## config.mk

```make
export PLATFORM = sky130hd
export DESIGN_NAME = ppi_bus_sequencer
export DESIGN_NICKNAME = d
export VERILOG_FILES = /design/src/rtl/ppi_pkg.sv /design/src/rtl/rr_arbiter.sv /design/src/rtl/ppi_bus_sequencer.sv
export SDC_FILE = /design/constraint.sdc
export NUM_CORES = 1
export LEC_CHECK = 0
export BUFFER_PORTS_ARGS = -buffer_cell sky130_fd_sc_hd__buf_2
export CORE_ASPECT_RATIO = 1.25
export CORE_UTILIZATION = 46
export DETAILED_ROUTE_END_ITERATION = 10
export HOLD_SLACK_MARGIN = 0.02
export PLACE_DENSITY = 0.78
export RECOVER_POWER = 50
export SYNTH_ARGS = -nofsm -noshare
export SYNTH_HDL_FRONTEND = slang
export SYNTH_SLANG_ARGS = --single-unit
```

## constraint.sdc

```tcl
create_clock -name clk -period 1.5 [get_ports clk]
set_input_delay 0 -clock clk [delete_from_list [all_inputs] [get_ports clk]]
set_output_delay 0 -clock clk [all_outputs]
set_load 0.01 [all_outputs]
```

## src/rtl/ppi_pkg.sv

```systemverilog
// rtl/ppi_pkg.sv - shared types and constants for the PPI bus sequencer
//
// Purpose: bus-cycle state encoding, 8255 register addresses and control-word
// bit positions, plus a small constant helper used to size the cycle counter.
// Ports: none (package).

package ppi_pkg;

    typedef enum logic [2:0] {
        ST_IDLE   = 3'd0,
        ST_SETUP  = 3'd1,
        ST_STROBE = 3'd2,
        ST_HOLD   = 3'd3,
        ST_DONE   = 3'd4
    } ppi_state_t;

    localparam logic [1:0] PPI_PORT_A = 2'b00;
    localparam logic [1:0] PPI_PORT_B = 2'b01;
    localparam logic [1:0] PPI_PORT_C = 2'b10;
    localparam logic [1:0] PPI_CTRL   = 2'b11;

    // 8255 control word: bit 7 set = mode definition, clear = port C bit set/reset
    localparam int CW_FLAG    = 7;
    localparam int CW_MODE_A1 = 6;
    localparam int CW_MODE_A0 = 5;
    localparam int CW_DIR_A   = 4;
    localparam int CW_DIR_CU  = 3;
    localparam int CW_MODE_B  = 2;
    localparam int CW_DIR_B   = 1;
    localparam int CW_DIR_CL  = 0;

    function automatic int max3(input int a, input int b, input int c);
        int m;
        m = (a > b) ? a : b;
        return (m > c) ? m : c;
    endfunction

endpackage

```

## src/rtl/rr_arbiter.sv

```systemverilog
// rtl/rr_arbiter.sv - combinational round-robin arbiter
//
// Purpose: picks the first asserted request at or after i_ptr, wrapping at N.
// Ports:
//   i_req    [N-1:0]  request vector
//   i_ptr    [IW-1:0] highest-priority index this round
//   o_grant  [N-1:0]  one-hot grant (all zero when nothing requested)
//   o_idx    [IW-1:0] index of the granted request
//   o_valid           at least one request asserted

module rr_arbiter #(
    parameter int N = 2,
    localparam int IW = (N > 1) ? $clog2(N) : 1
) (
    input  logic [N-1:0]  i_req,
    input  logic [IW-1:0] i_ptr,
    output logic [N-1:0]  o_grant,
    output logic [IW-1:0] o_idx,
    output logic          o_valid
);

    always_comb begin : arb
        int k;
        k       = 0;
        o_grant = '0;
        o_idx   = '0;
        o_valid = 1'b0;
        for (int i = 0; i < N; i++) begin
            k = int'(i_ptr) + i;
            if (k >= N) k = k - N;
            if (!o_valid && i_req[k]) begin
                o_valid    = 1'b1;
                o_idx      = IW'(k);
                o_grant[k] = 1'b1;
            end
        end
    end

endmodule

```

## src/rtl/ppi_bus_sequencer.sv

```systemverilog
// rtl/ppi_bus_sequencer.sv - shares an 8255 PPI register port between requesters
//
// Purpose: round-robin arbitrates N_REQ requesters and runs one PPI bus cycle
// per grant: setup (cs+a+din) -> strobe (rd or wr) -> hold -> ack pulse.
// Ports:
//   clk, reset                 clock, asynchronous active-high reset
//   req/req_we [N_REQ-1:0]     request and write-enable per requester
//   req_addr   [2*N_REQ-1:0]   register select, requester i at [2i+1:2i]
//   req_wdata  [8*N_REQ-1:0]   write data, requester i at [8i+7:8i]
//   ack        [N_REQ-1:0]     one-cycle completion pulse to the granted requester
//   rdata      [7:0]           data from the last completed read
//   busy                       sequencer not idle
//   ppi_cs/rd/wr/a/din         registered PPI pins
//   ppi_dout   [7:0]           PPI read data (combinational on ppi_a)

module ppi_bus_sequencer
    import ppi_pkg::*;
#(
    parameter int N_REQ      = 2,
    parameter int SETUP_CYC  = 1,
    parameter int STROBE_CYC = 1,
    parameter int HOLD_CYC   = 1
) (
    input  logic                 clk,
    input  logic                 reset,
    input  logic [N_REQ-1:0]     req,
    input  logic [N_REQ-1:0]     req_we,
    input  logic [2*N_REQ-1:0]   req_addr,
    input  logic [8*N_REQ-1:0]   req_wdata,
    output logic [N_REQ-1:0]     ack,
    output logic [7:0]           rdata,
    output logic                 busy,
    output logic                 ppi_cs,
    output logic                 ppi_rd,
    output logic                 ppi_wr,
    output logic [1:0]           ppi_a,
    output logic [7:0]           ppi_din,
    input  logic [7:0]           ppi_dout
);

    localparam int IW   = $clog2(N_REQ);
    localparam int MAXC = max3(SETUP_CYC, STROBE_CYC, HOLD_CYC);
    localparam int CW   = $clog2(MAXC + 1);

    // counter holds "cycles remaining after this one" in each timed state
    localparam logic [CW-1:0] C_SETUP  = CW'(SETUP_CYC - 1);
    localparam logic [CW-1:0] C_STROBE = CW'(STROBE_CYC - 1);
    localparam logic [CW-1:0] C_HOLD   = CW'(HOLD_CYC - 1);
    localparam logic [IW-1:0] LAST_IDX = IW'(N_REQ - 1);

    ppi_state_t         r_state;
    logic [CW-1:0]      r_cnt;
    logic [IW-1:0]      r_ptr;
    logic [N_REQ-1:0]   r_grant;
    logic [N_REQ-1:0]   r_ack;
    logic               r_we;
    logic               r_cs;
    logic               r_rd;
    logic               r_wr;
    logic [1:0]         r_a;
    logic [7:0]         r_din;
    logic [7:0]         r_rdata;

    logic [N_REQ-1:0]   w_grant;
    logic [IW-1:0]      w_idx;
    logic               w_valid;

    rr_arbiter #(.N(N_REQ)) u_arb (
        .i_req   (req),
        .i_ptr   (r_ptr),
        .o_grant (w_grant),
        .o_idx   (w_idx),
        .o_valid (w_valid)
    );

    always_ff @(posedge clk or posedge reset) begin
        if (reset) begin
            r_state <= ST_IDLE;
            r_cnt   <= '0;
            r_ptr   <= '0;
            r_grant <= '0;
            r_ack   <= '0;
            r_we    <= 1'b0;
            r_cs    <= 1'b0;
            r_rd    <= 1'b0;
            r_wr    <= 1'b0;
            r_a     <= '0;
            r_din   <= '0;
            r_rdata <= '0;
        end else begin
            r_ack <= '0;
            case (r_state)
                ST_IDLE: begin
                    if (w_valid) begin
                        // request fields are frozen here; later changes are ignored
                        r_state <= ST_SETUP;
                        r_cnt   <= C_SETUP;
                        r_grant <= w_grant;
                        r_we    <= req_we[w_idx];
                        r_a     <= req_addr[2*int'(w_idx) +: 2];
                        r_din   <= req_wdata[8*int'(w_idx) +: 8];
                        r_ptr   <= (w_idx == LAST_IDX) ? '0 : w_idx + 1'b1;
                        r_cs    <= 1'b1;
                    end
                end
                ST_SETUP: begin
                    if (r_cnt == '0) begin
                        r_state <= ST_STROBE;
                        r_cnt   <= C_STROBE;
                        r_rd    <= !r_we;
                        r_wr    <= r_we;
                    end else begin
                        r_cnt <= r_cnt - 1'b1;
                    end
                end
                ST_STROBE: begin
                    if (r_cnt == '0) begin
                        // sample on the last strobe cycle so the PPI has had the full strobe
                        if (!r_we) r_rdata <= ppi_dout;
                        r_state <= ST_HOLD;
                        r_cnt   <= C_HOLD;
                        r_rd    <= 1'b0;
                        r_wr    <= 1'b0;
                    end else begin
                        r_cnt <= r_cnt - 1'b1;
                    end
                end
                ST_HOLD: begin
                    if (r_cnt == '0) begin
                        r_state <= ST_DONE;
                        r_cs    <= 1'b0;
                        r_ack   <= r_grant;
                    end else begin
                        r_cnt <= r_cnt - 1'b1;
                    end
                end
                ST_DONE: begin
                    r_state <= ST_IDLE;
                end
                default: begin
                    r_state <= ST_IDLE;
                    r_cs    <= 1'b0;
                    r_rd    <= 1'b0;
                    r_wr    <= 1'b0;
                end
            endcase
        end
    end

    assign ack     = r_ack;
    assign rdata   = r_rdata;
    assign busy    = (r_state != ST_IDLE);
    assign ppi_cs  = r_cs;
    assign ppi_rd  = r_rd;
    assign ppi_wr  = r_wr;
    assign ppi_a   = r_a;
    assign ppi_din = r_din;

endmodule

```

==> impl_metrics.env <==
export IMPL_status="completed"
export IMPL_num_antenna_cells=0
export IMPL_p_per_area_nw_per_um2=1826
export IMPL_grt_overflow_total=0
export IMPL_start_util_pct=49.40
export IMPL_vias_per_cell=5.317
export IMPL_grt_pass1_vias=1292
export IMPL_required_ns=1.71
export IMPL_cts_sinks=30
export IMPL_criticalPathCategory="reg2reg"
export IMPL_critical_path_max_stage_delay_ns=0.47
export IMPL_timing_clock_skew_ns=0.006627
export IMPL_multiInputGateArea_um2=558.0
export IMPL_insertion_delay_ns=0.32
export IMPL_ant_nets=0
export IMPL_crit_fanout=12
export IMPL_min_period_over_period_pct=96.42
export IMPL_ir_drop_mv=1.373
export IMPL_ys_seq_elements=30
export IMPL_antenna_found_initial=0
export IMPL_cts_root_buffer="clkbuf_4"
export IMPL_io_pins=58
export IMPL_max_slew_worst_pin_slew_ns=0.7104
export IMPL_coreArea_um2=2733
export IMPL_swShare_pct=36.83
export IMPL_crit_path_end_kind="flop"
export IMPL_net_switching_power_uw=1399
export IMPL_place_hpwl_mm=2.054
export IMPL_dp_cells=188
export IMPL_drt_iter0_drc=30
export IMPL_synth_yosys_seq_area_share_pct=55.61
export IMPL_die_x_um=50.46
export IMPL_synth_cells=98
export IMPL_min_path_type="in2async"
export IMPL_whs_ns=0.4427
export IMPL_synth_distinct_cells=28
export IMPL_htreeDepth=2
export IMPL_cts_clk_slew_worst_paths_ns=0.08
export IMPL_grt_total_usage_pct=25.11
export IMPL_final_util_pct=76.10
export IMPL_layout_setup_ws_ns=0.05365
export IMPL_slew_headroom_pct=52.64
export IMPL_cpMaxStageDelayCell="dfrtp_2"
export IMPL_cp_top_family="simple AND/OR/NAND/NOR gates"
export IMPL_vias=1223
export IMPL_drc=0
export IMPL_worst_path_buf_inv=0
export IMPL_setup_violations=0
export IMPL_hold_viol=0
export IMPL_nets=230
export IMPL_fin_crit_ns=1.446
export IMPL_cts_made_buffers=5
export IMPL_first_pass_iters=4
export IMPL_crit_chain="nor3_4 -> nand3_2 -> o221a_2"
export IMPL_p_int_uw=2398
export IMPL_drv_slew=0
export IMPL_nFillCells=179
export IMPL_max_freq_ghz=0.6914
export IMPL_cts_buffer_depth=2
export IMPL_netlist_area_um2=1350
export IMPL_num_rows=21
export IMPL_wl_per_cell_um=15.77
export IMPL_place_congestion=0.8287
export IMPL_die_h_um=62.57
export IMPL_yosys_warnings=0
export IMPL_p_clk_share_pct=11.0
export IMPL_synth_avg_cell_area_um2=13.78
export IMPL_routed_wl_mm=3.627
export IMPL_seq_area_um2=752.0
export IMPL_fin_cells=230
export IMPL_dp_slack_ns=-0.01837
export IMPL_drive_gt1_share_pct=43.88
export IMPL_die_area_um2=3157
export IMPL_seqPwrFrac_pct=38.8
export IMPL_synth_fp_nets=132
export IMPL_arrival_ns=1.65
export IMPL_area_delta_synth_final_pct=54.03
export IMPL_grt_max_degree=31
export IMPL_max_cap_violations=0
export IMPL_grt_pass1_wl_mm=5.851
export IMPL_power_frac_comb_pct=50.2
export IMPL_critical_path_startpoint_type="flop"
export IMPL_port_buffers=57
export IMPL_cts_tree="built"
export IMPL_rsz0062_at_grt="true"
export IMPL_p_leak_uw=0.0009642
[cell usage after synthesis]
master | instances | area (µm²)
mux2_4 | 8 | 120.1
buf_4 | 2 | 15.01
nor3_4 | 1 | 16.27
o221a_1 | 9 | 101.4
a21oi_1 | 1 | 5.000
o21ai_0 | 5 | 25.02
buf_6 | 2 | 22.52
nor2_2 | 1 | 6.260
nor2_1 | 3 | 11.26
o21bai_1 | 5 | 37.54
buf_2 | 2 | 10.01
inv_2 | 1 | 3.750
nor3b_1 | 1 | 7.510
o221a_2 | 2 | 22.52
and3_1 | 1 | 6.260
nand2b_1 | 1 | 6.260
dfrtp_1 | 30 | 750.7
o31a_1 | 1 | 8.760
and2_1 | 2 | 12.51
o21bai_2 | 6 | 67.56
nand3_2 | 2 | 20.02
a22o_1 | 2 | 17.52
o21a_1 | 1 | 7.510
nand2_1 | 2 | 7.510
and3b_2 | 1 | 10.01
inv_1 | 4 | 15.01
a21boi_0 | 1 | 7.510
xnor2_1 | 1 | 8.760
[sequential cells by signal, indices dropped and copies added, names as in the netlist]
signal	flops
ppi_rd	1
r_grant	2
ppi_wr	1
r_state	3
ppi_a	2
ppi_din	8
rdata	8
ppi_cs	1
r_we	1
r_ptr	1
ack	2
[through the flow]
step                      TNS (ns)  instance area, µm²  power (µW)
after floorplan                  0                1350        2662
after global placement           0                1680        3131
after detailed placement  -0.02499                1680        3219
after CTS                        0                2071        3755
after global routing      -0.05422                2079        4046
final                            0                2079        3797
[final timing paths]
check	startpoint	endpoint	slack, ns	cells after the start
worst min register to register	r_grant[0]	ack[0]	0.49	1
worst min-delay path	reset	ppi_wr	0.44	4
worst max-delay path	r_state[2]	ppi_a[0]	0.05	3
max in group asynchronous	reset	r_state[2]	0.56	4
worst max register to register	r_state[2]	ppi_a[0]	0.05	3
min in group clk	ppi_dout[4]	rdata[4]	0.46	3
[what timing repair did]
item / 4_1_cts / 5_1_grt
setup endpoints to repair: 6 / 12
hold endpoints to repair: 52 / 0
setup buffers: 1 / 0
cloned: 0 / 1
pin swaps: 1 / 1
resized for setup: 1 / 2
hold buffers: 33 / 0
[routing by layer]
metal / global-route usage [%] / wire, µm / share of wire, %
met1: 26.38 / 1400 / 39
met2: 46.00 / 1905 / 53
met4: 7.986 / 60 / 1.7
met5: 0 / 0 / 0
met3: 8.029 / 261 / 7.2
[logic make-up after synthesis]
group | Yosys count | synth area share [%]
AND/OR/NAND/NOR | 15 | 7.694
AO/OA/AOI/OAI | 33 | 22.24
XOR/XNOR | 1 | 0.6489
multiplexers | 8 | 8.897
buffers and inverters | 11 | 4.911
flip-flops | 30 | 55.61
[cell type report]
class,instances,share of cell area [%]
flip-flops and latches,30,36.16
repair buffers,96,31.89
multi-input cells,58,26.84
clock buffers,7,2.166
well taps,34,2.046
inverters,5,0.9025
[power by group through the flow]
stage          Combinational (µW)  Clock [µW]  Sequential (µW)
6_report                     1910         419             1470
5_1_grt                      2050         483             1510
4_1_cts                      1870         435             1450
3_5_place_dp                 1760           0             1460
3_3_place_gp                 1700           0             1430
2_1_floorplan                1100           0             1560
[worst reg2reg max path: cells and delay by family, from the launching register on]
family / cells / cell delay [ns]
AO/OA/AOI/OAI: 1 / 0.34
flip-flops: 1 / 0.47
AND/OR/NAND/NOR: 2 / 0.54
[cells in the final DEF (no fill, tap or decap), drive strengths merged, types with 2 or more instances in the layout]
| cell | netlist | layout |
|---|---|---|
| inv | 5 | 5 |
| a22o | 2 | 2 |
| nand2 | 2 | 2 |
| dfrtp | 30 | 30 |
| and2 | 2 | 2 |
| nand3 | 2 | 3 |
| buf | 6 | 56 |
| o21bai | 11 | 11 |
| mux2 | 8 | 8 |
| clkbuf | 0 | 14 |
| o221a | 11 | 11 |
| o21ai | 5 | 5 |
| dlygate4sd3 | 0 | 33 |
| nor2 | 4 | 4 |
Note: power is estimated with default switching activity, not from simulation.
